File: config.mk
export PLATFORM = sky130hd
export DESIGN_NAME = pipeline_mem_arbiter
export DESIGN_NICKNAME = d
export VERILOG_FILES = /design/src/rtl/pipeline_mem_arbiter.sv
export SDC_FILE = /design/constraint.sdc
export NUM_CORES = 1
export LEC_CHECK = 0
export ABC_CLOCK_PERIOD_IN_PS = 1600
export CORE_MARGIN = 5
export CORE_UTILIZATION = 38
export CTS_CLUSTER_DIAMETER = 120
export DETAILED_ROUTE_END_ITERATION = 12
export PLACE_DENSITY = 0.74
export SETUP_SLACK_MARGIN = 0.4
export SLEW_MARGIN = 20
export SYNTH_ARGS = -nofsm -noshare
export SYNTH_HDL_FRONTEND = slang
export SYNTH_SLANG_ARGS = --single-unit
File: constraint.sdc
create_clock -name clk_i -period 1.6 [get_ports clk_i]
set_input_delay 0.24 -clock clk_i [delete_from_list [all_inputs] [get_ports clk_i]]
set_output_delay 0.24 -clock clk_i [all_outputs]
set_load 0.02 [all_outputs]
File: src/rtl/pipeline_mem_arbiter.sv
// Arbitrates the fetch and load/store ports onto one single-port memory bus.
// Optional bus wait timeout is enabled by defining MEM_ARB_TIMEOUT_EN.
module pipeline_mem_arbiter #(
    parameter int unsigned ADDR_W         = 32,
    parameter int unsigned DATA_W         = 32,
    parameter int unsigned STARVE_LIMIT   = 4,
    parameter int unsigned TIMEOUT_CYCLES = 255
) (
    input  logic              clk_i,
    input  logic              rst_ni,
    input  logic              inst_req_i,
    input  logic [ADDR_W-1:0] inst_addr_i,
    input  logic              inst_flush_i,
    output logic              inst_ready_o,
    output logic [DATA_W-1:0] inst_rdata_o,
    output logic              inst_stall_o,
    input  logic              data_req_i,
    input  logic              data_write_i,
    input  logic [ADDR_W-1:0] data_addr_i,
    input  logic [DATA_W-1:0] data_wdata_i,
    input  logic [DATA_W/8-1:0] data_wmask_i,
    output logic              data_ready_o,
    output logic [DATA_W-1:0] data_rdata_o,
    output logic              data_stall_o,
    output logic              bus_req_o,
    output logic              bus_write_o,
    output logic [ADDR_W-1:0] bus_addr_o,
    output logic [DATA_W-1:0] bus_wdata_o,
    output logic [DATA_W/8-1:0] bus_wmask_o,
    input  logic              bus_ready_i,
    input  logic [DATA_W-1:0] bus_rdata_i,
    output logic              bus_timeout_o
);

    localparam int unsigned MaskW   = DATA_W / 8;
    localparam int unsigned StarveW = $clog2(STARVE_LIMIT + 1);

    if (STARVE_LIMIT == 0 || TIMEOUT_CYCLES == 0) begin : g_param_err
        $error("STARVE_LIMIT and TIMEOUT_CYCLES must both be >= 1");
    end

    typedef enum logic [1:0] {StIdle, StBusy, StResp} state_e;

    state_e              state_q, state_d;
    logic                owner_inst_q, owner_inst_d;
    logic                drop_q, drop_d;
    logic [StarveW-1:0]  starve_cnt_q, starve_cnt_d;
    logic                bus_write_q, bus_write_d;
    logic [ADDR_W-1:0]   bus_addr_q, bus_addr_d;
    logic [DATA_W-1:0]   bus_wdata_q, bus_wdata_d;
    logic [MaskW-1:0]    bus_wmask_q, bus_wmask_d;
    logic [DATA_W-1:0]   inst_rdata_q, inst_rdata_d;
    logic [DATA_W-1:0]   data_rdata_q, data_rdata_d;
    logic                inst_ok;
    logic                pick_inst;

`ifdef MEM_ARB_TIMEOUT_EN
    localparam int unsigned CntW = $clog2(TIMEOUT_CYCLES + 1);
    logic [CntW-1:0] wait_cnt_q, wait_cnt_d;
    logic            timeout_q, timeout_d;

    always_ff @(posedge clk_i or negedge rst_ni) begin
        if (!rst_ni) begin
            wait_cnt_q <= '0;
            timeout_q  <= 1'b0;
        end else begin
            wait_cnt_q <= wait_cnt_d;
            timeout_q  <= timeout_d;
        end
    end

    assign bus_timeout_o = timeout_q;
`else
    assign bus_timeout_o = 1'b0;
`endif

    assign inst_ok   = inst_req_i & ~inst_flush_i;
    // Fetch only beats a pending data request once it has been starved long enough.
    assign pick_inst = inst_ok & (~data_req_i | (starve_cnt_q == StarveW'(STARVE_LIMIT)));

    always_comb begin
        state_d      = state_q;
        owner_inst_d = owner_inst_q;
        drop_d       = drop_q;
        starve_cnt_d = starve_cnt_q;
        bus_write_d  = bus_write_q;
        bus_addr_d   = bus_addr_q;
        bus_wdata_d  = bus_wdata_q;
        bus_wmask_d  = bus_wmask_q;
        inst_rdata_d = inst_rdata_q;
        data_rdata_d = data_rdata_q;
`ifdef MEM_ARB_TIMEOUT_EN
        wait_cnt_d   = wait_cnt_q;
        timeout_d    = 1'b0;
`endif
        unique case (state_q)
            StIdle: begin
                drop_d = 1'b0;
                if (data_req_i && !pick_inst && inst_ok &&
                    starve_cnt_q != StarveW'(STARVE_LIMIT)) begin
                    starve_cnt_d = starve_cnt_q + 1'b1;
                end else if (pick_inst || !inst_ok) begin
                    starve_cnt_d = '0;
                end
                if (pick_inst) begin
                    state_d      = StBusy;
                    owner_inst_d = 1'b1;
                    bus_write_d  = 1'b0;
                    bus_addr_d   = inst_addr_i;
                    bus_wdata_d  = '0;
                    bus_wmask_d  = '0;
                end else if (data_req_i) begin
                    state_d      = StBusy;
                    owner_inst_d = 1'b0;
                    bus_write_d  = data_write_i;
                    bus_addr_d   = data_addr_i;
                    bus_wdata_d  = data_wdata_i;
                    bus_wmask_d  = data_wmask_i;
                end
`ifdef MEM_ARB_TIMEOUT_EN
                wait_cnt_d = '0;
`endif
            end
            StBusy: begin
                if (owner_inst_q && inst_flush_i) drop_d = 1'b1;
                if (bus_ready_i) begin
                    state_d = StResp;
                    if (owner_inst_q) inst_rdata_d = bus_rdata_i;
                    else              data_rdata_d = bus_rdata_i;
                end
`ifdef MEM_ARB_TIMEOUT_EN
                else if (wait_cnt_q + 1'b1 == CntW'(TIMEOUT_CYCLES)) begin
                    state_d   = StResp;
                    timeout_d = 1'b1;
                    if (owner_inst_q) inst_rdata_d = '0;
                    else              data_rdata_d = '0;
                end else begin
                    wait_cnt_d = wait_cnt_q + 1'b1;
                end
`endif
            end
            StResp: begin
                state_d = StIdle;
            end
            default: state_d = StIdle;
        endcase
    end

    always_ff @(posedge clk_i or negedge rst_ni) begin
        if (!rst_ni) begin
            state_q      <= StIdle;
            owner_inst_q <= 1'b0;
            drop_q       <= 1'b0;
            starve_cnt_q <= '0;
            bus_write_q  <= 1'b0;
            bus_addr_q   <= '0;
            bus_wdata_q  <= '0;
            bus_wmask_q  <= '0;
            inst_rdata_q <= '0;
            data_rdata_q <= '0;
        end else begin
            state_q      <= state_d;
            owner_inst_q <= owner_inst_d;
            drop_q       <= drop_d;
            starve_cnt_q <= starve_cnt_d;
            bus_write_q  <= bus_write_d;
            bus_addr_q   <= bus_addr_d;
            bus_wdata_q  <= bus_wdata_d;
            bus_wmask_q  <= bus_wmask_d;
            inst_rdata_q <= inst_rdata_d;
            data_rdata_q <= data_rdata_d;
        end
    end

    // A flush arriving during the response cycle itself also suppresses the pulse.
    assign inst_ready_o = (state_q == StResp) & owner_inst_q & ~drop_q & ~inst_flush_i;
    assign data_ready_o = (state_q == StResp) & ~owner_inst_q;
    assign inst_stall_o = inst_req_i & ~inst_ready_o;
    assign data_stall_o = data_req_i & ~data_ready_o;
    assign inst_rdata_o = inst_rdata_q;
    assign data_rdata_o = data_rdata_q;
    assign bus_req_o    = (state_q == StBusy);
    assign bus_write_o  = bus_write_q;
    assign bus_addr_o   = bus_addr_q;
    assign bus_wdata_o  = bus_wdata_q;
    assign bus_wmask_o  = bus_wmask_q;

endmodule

# == Yosys cells after proc, flatten, opt, wreduce, memory -nomap -nowiden ==
# Cells that the tools add are included.
# totals
register_bits,140
inputBits,139
word_cells,68
# classes
addsub,1
eq_ne,7
mux,18
bitwise_logic,15
reduce_logical,17
# op_table
op,n
32-bit 2-to-1 mux,4
1-bit AND,8
4-bit 2-to-1 mux,2
2-bit AND reduction,4
2-bit 2-to-1 mux,3
3-bit 2-to-1 mux,2
3-bit inequality test (second input constant),2
1-bit NOT,6
3-bit AND reduction,2
2-bit nonzero test,3
1-bit 2-to-1 mux,5
1-bit logical AND,4
2-bit by 1-bit inequality test with 1-bit output (second input constant),2
2-bit case mux with 2 select lines,1
3-bit by 1-bit adder with 3-bit output (second input constant),1
3-bit == test (second input constant),1
2-bit by 1-bit == test with 1-bit output (second input constant),1
2-bit == test (second input constant),1
1-bit logical NOT,2
2-bit logical NOT,1
1-bit case mux with 2 select lines,1
1-bit logical OR,1
1-bit bitwise OR,1

# == Longest topological paths before layout ==
# Gate-level depths: netlist (run 1).
# logic_depth
ltp_word,9
ltp_mapped,7
depth_no_buf,5

# == Worst setup path after synthesis (run 1) ==
# No wires, ideal clock.
# synth_path
path_kind,register to output
from,register state_q[0]
to,output port inst_stall_o
arrival_time_ns,1.685
required_ns,1.360
setup_slack_ns,-0.325
path_stages_with_launch,4
cell_sequence,dfrtp_1 or2b_1 nor4b_1 nor2b_1
# synth_via
elab_chain_cells,6
# synth_lines
element,line,source
from (decl),44,"state_e state_q, state_d;"
from (signal assigned),151,state_q <= StIdle;
from (signal assigned),162,state_q <= state_d;
2-bit == test,176,assign inst_ready_o = (state_q == StResp) & owner_inst_q & ~drop_q & ~inst_flush_i;
1-bit AND (3 in a row),176,
net inst_ready_o,14,"output logic inst_ready_o,"
1-bit NOT,178,assign inst_stall_o = inst_req_i & ~inst_ready_o;
1-bit AND,178,
to (decl),16,"output logic inst_stall_o,"
# The timed path passes the listed nets, and every way through them passes these cells.

# == Worst setup path in the final report (run 1) ==
# layout_path
from,register state_q[0]
to,register owner_inst_q
# layout_via
elab_chain_cells,2
# layout_lines
element,line,source
2-bit logical NOT,96,unique case (state_q)
2-bit AND reduction (no line),-,
to (signal assigned),163,owner_inst_q <= owner_inst_d;
to (decl),45,"logic owner_inst_q, owner_inst_d;"
# Every way passes these cells.
# A chain may end at the register's enable or synchronous reset.

==> results of run 1 <==
-- path summary, 6_finish.rpt --
path / start / to / slack (ns) / cells past startpoint
max: state_q[0] / owner_inst_q / -0.25 / 8
min: rst_ni / bus_wdata_o[1] / 0.30 / 2
max reg2reg: state_q[0] / owner_inst_q / -0.25 / 8
min reg2reg: bus_wmask_o[0] / bus_wmask_o[0] / 0.54 / 1
max in group asynchronous: rst_ni / inst_rdata_o[23] / 0.66 / 3
min in group clk_i: data_addr_i[19] / bus_addr_o[19] / 0.40 / 3
-- per-layer routing --
metal	vias up	track usage [%]	wire length, um
met2	285	42.6	13900
met1	3020	30.9	10200
met3	57	6.80	1940
met4	0	11.4	925
li1	2660	-	-
met5	-	0	0
-- area by class of cell --
cell class | instances | area, um^2 | share of cell area [%]
inverter | 36 | 135 | 1.09
clock inverter | 13 | 164 | 1.32
tap | 216 | 270 | 2.17
timing repair buffer | 451 | 4960 | 39.9
sequential | 140 | 3500 | 28.2
clock buffer | 19 | 443 | 3.56
multi-input combinational | 263 | 2950 | 23.8
-- kinds of logic (layout without fill, tap and decap cells) --
| group | Yosys count | in the layout | share of synthesized area (%) |
|---|---|---|---|
| flip-flops | 140 | 140 | 57.2 |
| adder cells (fa/ha/maj) | 2 | 2 | 0.408 |
| other | 1 | 1 | 0.0612 |
| AO/OA/AOI/OAI | 144 | 144 | 18.0 |
| buffers and inverters | 83 | 519 | 6.08 |
| multiplexers | 64 | 64 | 11.8 |
| AND/OR/NAND/NOR | 52 | 52 | 6.51 |
-- where the power goes --
| group | internal [mW] | total [mW] | switching (mW) |
|---|---|---|---|
| combinational | 9.09 | 15.6 | 6.55 |
| sequential | 5.30 | 6.84 | 1.54 |
| clock | 2.51 | 4.15 | 1.64 |
| total | 16.9 | 26.6 | 9.74 |
-- timing repair --
action	in CTS	in global routing
setup buffers	66	49
gates resized for setup	916	64
endpoints found under the setup margin	277	277
hold endpoints to repair	33	0
cloned	17	6
hold buffers	1	0
pin swaps	4	57
-- sequential cells by signal (all words and copies together) (netlist names) --
signal,flops
bus_addr_o,32
bus_wdata_o,32
data_rdata_o,32
inst_rdata_o,32
bus_wmask_o,4
starve_cnt_q,3
state_q,2
bus_write_o,1
drop_q,1
owner_inst_q,1
-- worst max-delay path, cell delays in order (launching register included) --
cell	delay (ns)
dfrtp_1	0.39
buf_6	0.12
buf_6	0.10
or2_4	0.30
a21o_4	0.25
buf_6	0.13
buf_8	0.13
buf_12	0.14
a21o_1	0.16
-- cell usage after synthesis (all sizes together) --
master,instances
nor3,1
and3b,33
nand2,3
nor2,3
o21a,1
a21bo,1
o21ai,35
dfrtp,140
a311oi,1
or2,1
nor4,1
a21o,3
inv,36
a22oi,32
nor4b,1
a32o,1
nand3,1
a221oi,32
conb,1
or2b,2
a22o,37
ha,2
mux2,64
a21boi,1
nand2b,3
clkbuf,26
buf,21
and2b,1
nor2b,2
==> impl_metrics.csv, run 1 <==
group,metric,value,unit
run_status,status,"finished with violations",
run_status,violations,"negative setup slack",
global_routing,antenna_found_initial,0,
synth,synth-seq-cells,140,
floorplanning,core.rowCount,46,
placement,pre_cts_ws,-0.429,ns
layout,syn2layout_area_growth,103,%
route,viasPerCell,5.29,
power,power,26.6,mW
synth,yosys-top-cells-area,"dfrtp_1 57%, mux2_1 9.4%, a22o_1 5.3%",
route,drc,0,
layout,num-fill-cells,842,
route,num_vias,6022,
timing,post-route-min-period,1.85,ns
timing,grt_setup_unrepaired,"yes",
clock_network,clockBufferDepth,2,
setup_path,crit_required,1.91,ns
route,first_iter_violations,318,
synth,synth_cell_types,34,
timing,fin_setup_tns,-20.12,ns
layout,layout-drive-gt1-share,53.4,%
layout,instances_no_fill,1138,
timing,max_freq,0.542,GHz
synth,seq_area_frac_synth,57.2,%
clock_network,cts_max_level,4,
timing,fin_skew,0.00900,ns
clock_network,cts_made_buffers,17,
floorplanning,fp.dieW,137,um
clock_network,cts_root_buf,"clkbuf_16",
synth,yosysWarnings,0,
timing,setup_violations,140,
placement,dp.cells,967,
floorplanning,dieHeight,137,um
placement,place.gp.congestion,0.834,
synth,syn_inst,486,
synth,avgSynthCellArea,12.6,um^2
floorplanning,start_util,38.7,%
synth,syn-num-nets,627,
clock_network,tritoncts,"done",
clock_network,clk_latency,0.42,ns
global_routing,grt_usage,25.5,%
timing,final_critical_path_setup_slack,-0.245,ns
hold_path,hold_path.class,"input port to asynchronous set/reset pin",
power,total_leakage_power,5.96,nW
clock_network,cts_num_sinks,140,
floorplanning,ios,278,
setup_path,worstSetupPathType,"flop to flop",
layout,fin_nets,1050,
timing,drv_slew,0,
route,ant_nets,0,
layout,finalInstanceArea,0.0124,mm^2
global_routing,first_global_vias,6339,
layout,fin_util,78.6,%
setup_path,crit_path_start_kind,"flop",
flow_run,maxCapViolCount,0,
placement,io_buffers,276,
timing,final.hold.worst_slack,0.296,ns
synth,synth_top_area_share,57.2,%
power,p_per_area,2140,mW/mm^2
layout,n_antenna_cell,0,
setup_path,cp-end-kind,"flop",
synth,syn_area,0.00613,mm^2
power,irDropWorstVdd,0.991,mV
floorplanning,die_area,0.0188,mm^2
route,wl_per_cell,23.7,um
timing,timing.final.hold_violations,0,
route,dr.pass1.iters,4,
layout,final_cell_mix,"149 x buf_6, 140 x dfrtp_1, 136 x clkdlybuf4s50_1",
timing,fin_crit_sh,115,%
placement,placed_area,0.00954,mm^2
global_routing,overflow,0,
route,wl,26900,um
placement,hpwl,14300,um
global_routing,grt_pass1_wl,36500,um
layout,final_common_cell,"buf_6",
floorplanning,core,0.0158,mm^2
setup_path,cp_max_fo,7,
clock_network,clk_pin_slew,0.06,ns
setup_path,arrival,2.16,ns
synth,synth_top_area_cell,"dfrtp_1",
global_routing,grt_max_degree,56,
Note: power is estimated with default switching activity, not from simulation.
==> run 2: changes to the inputs <==
- SLEW_MARGIN: 20 -> 10
==> results of run 2 <==
Same layout as run 1: the final DEF is identical, and so are final timing and power.
==> run 3: changes to the inputs <==
- ABC_CLOCK_PERIOD_IN_PS: 1600 -> default
==> results of run 3 <==
Same layout as run 1: the final DEF is identical, and so are final timing and power.
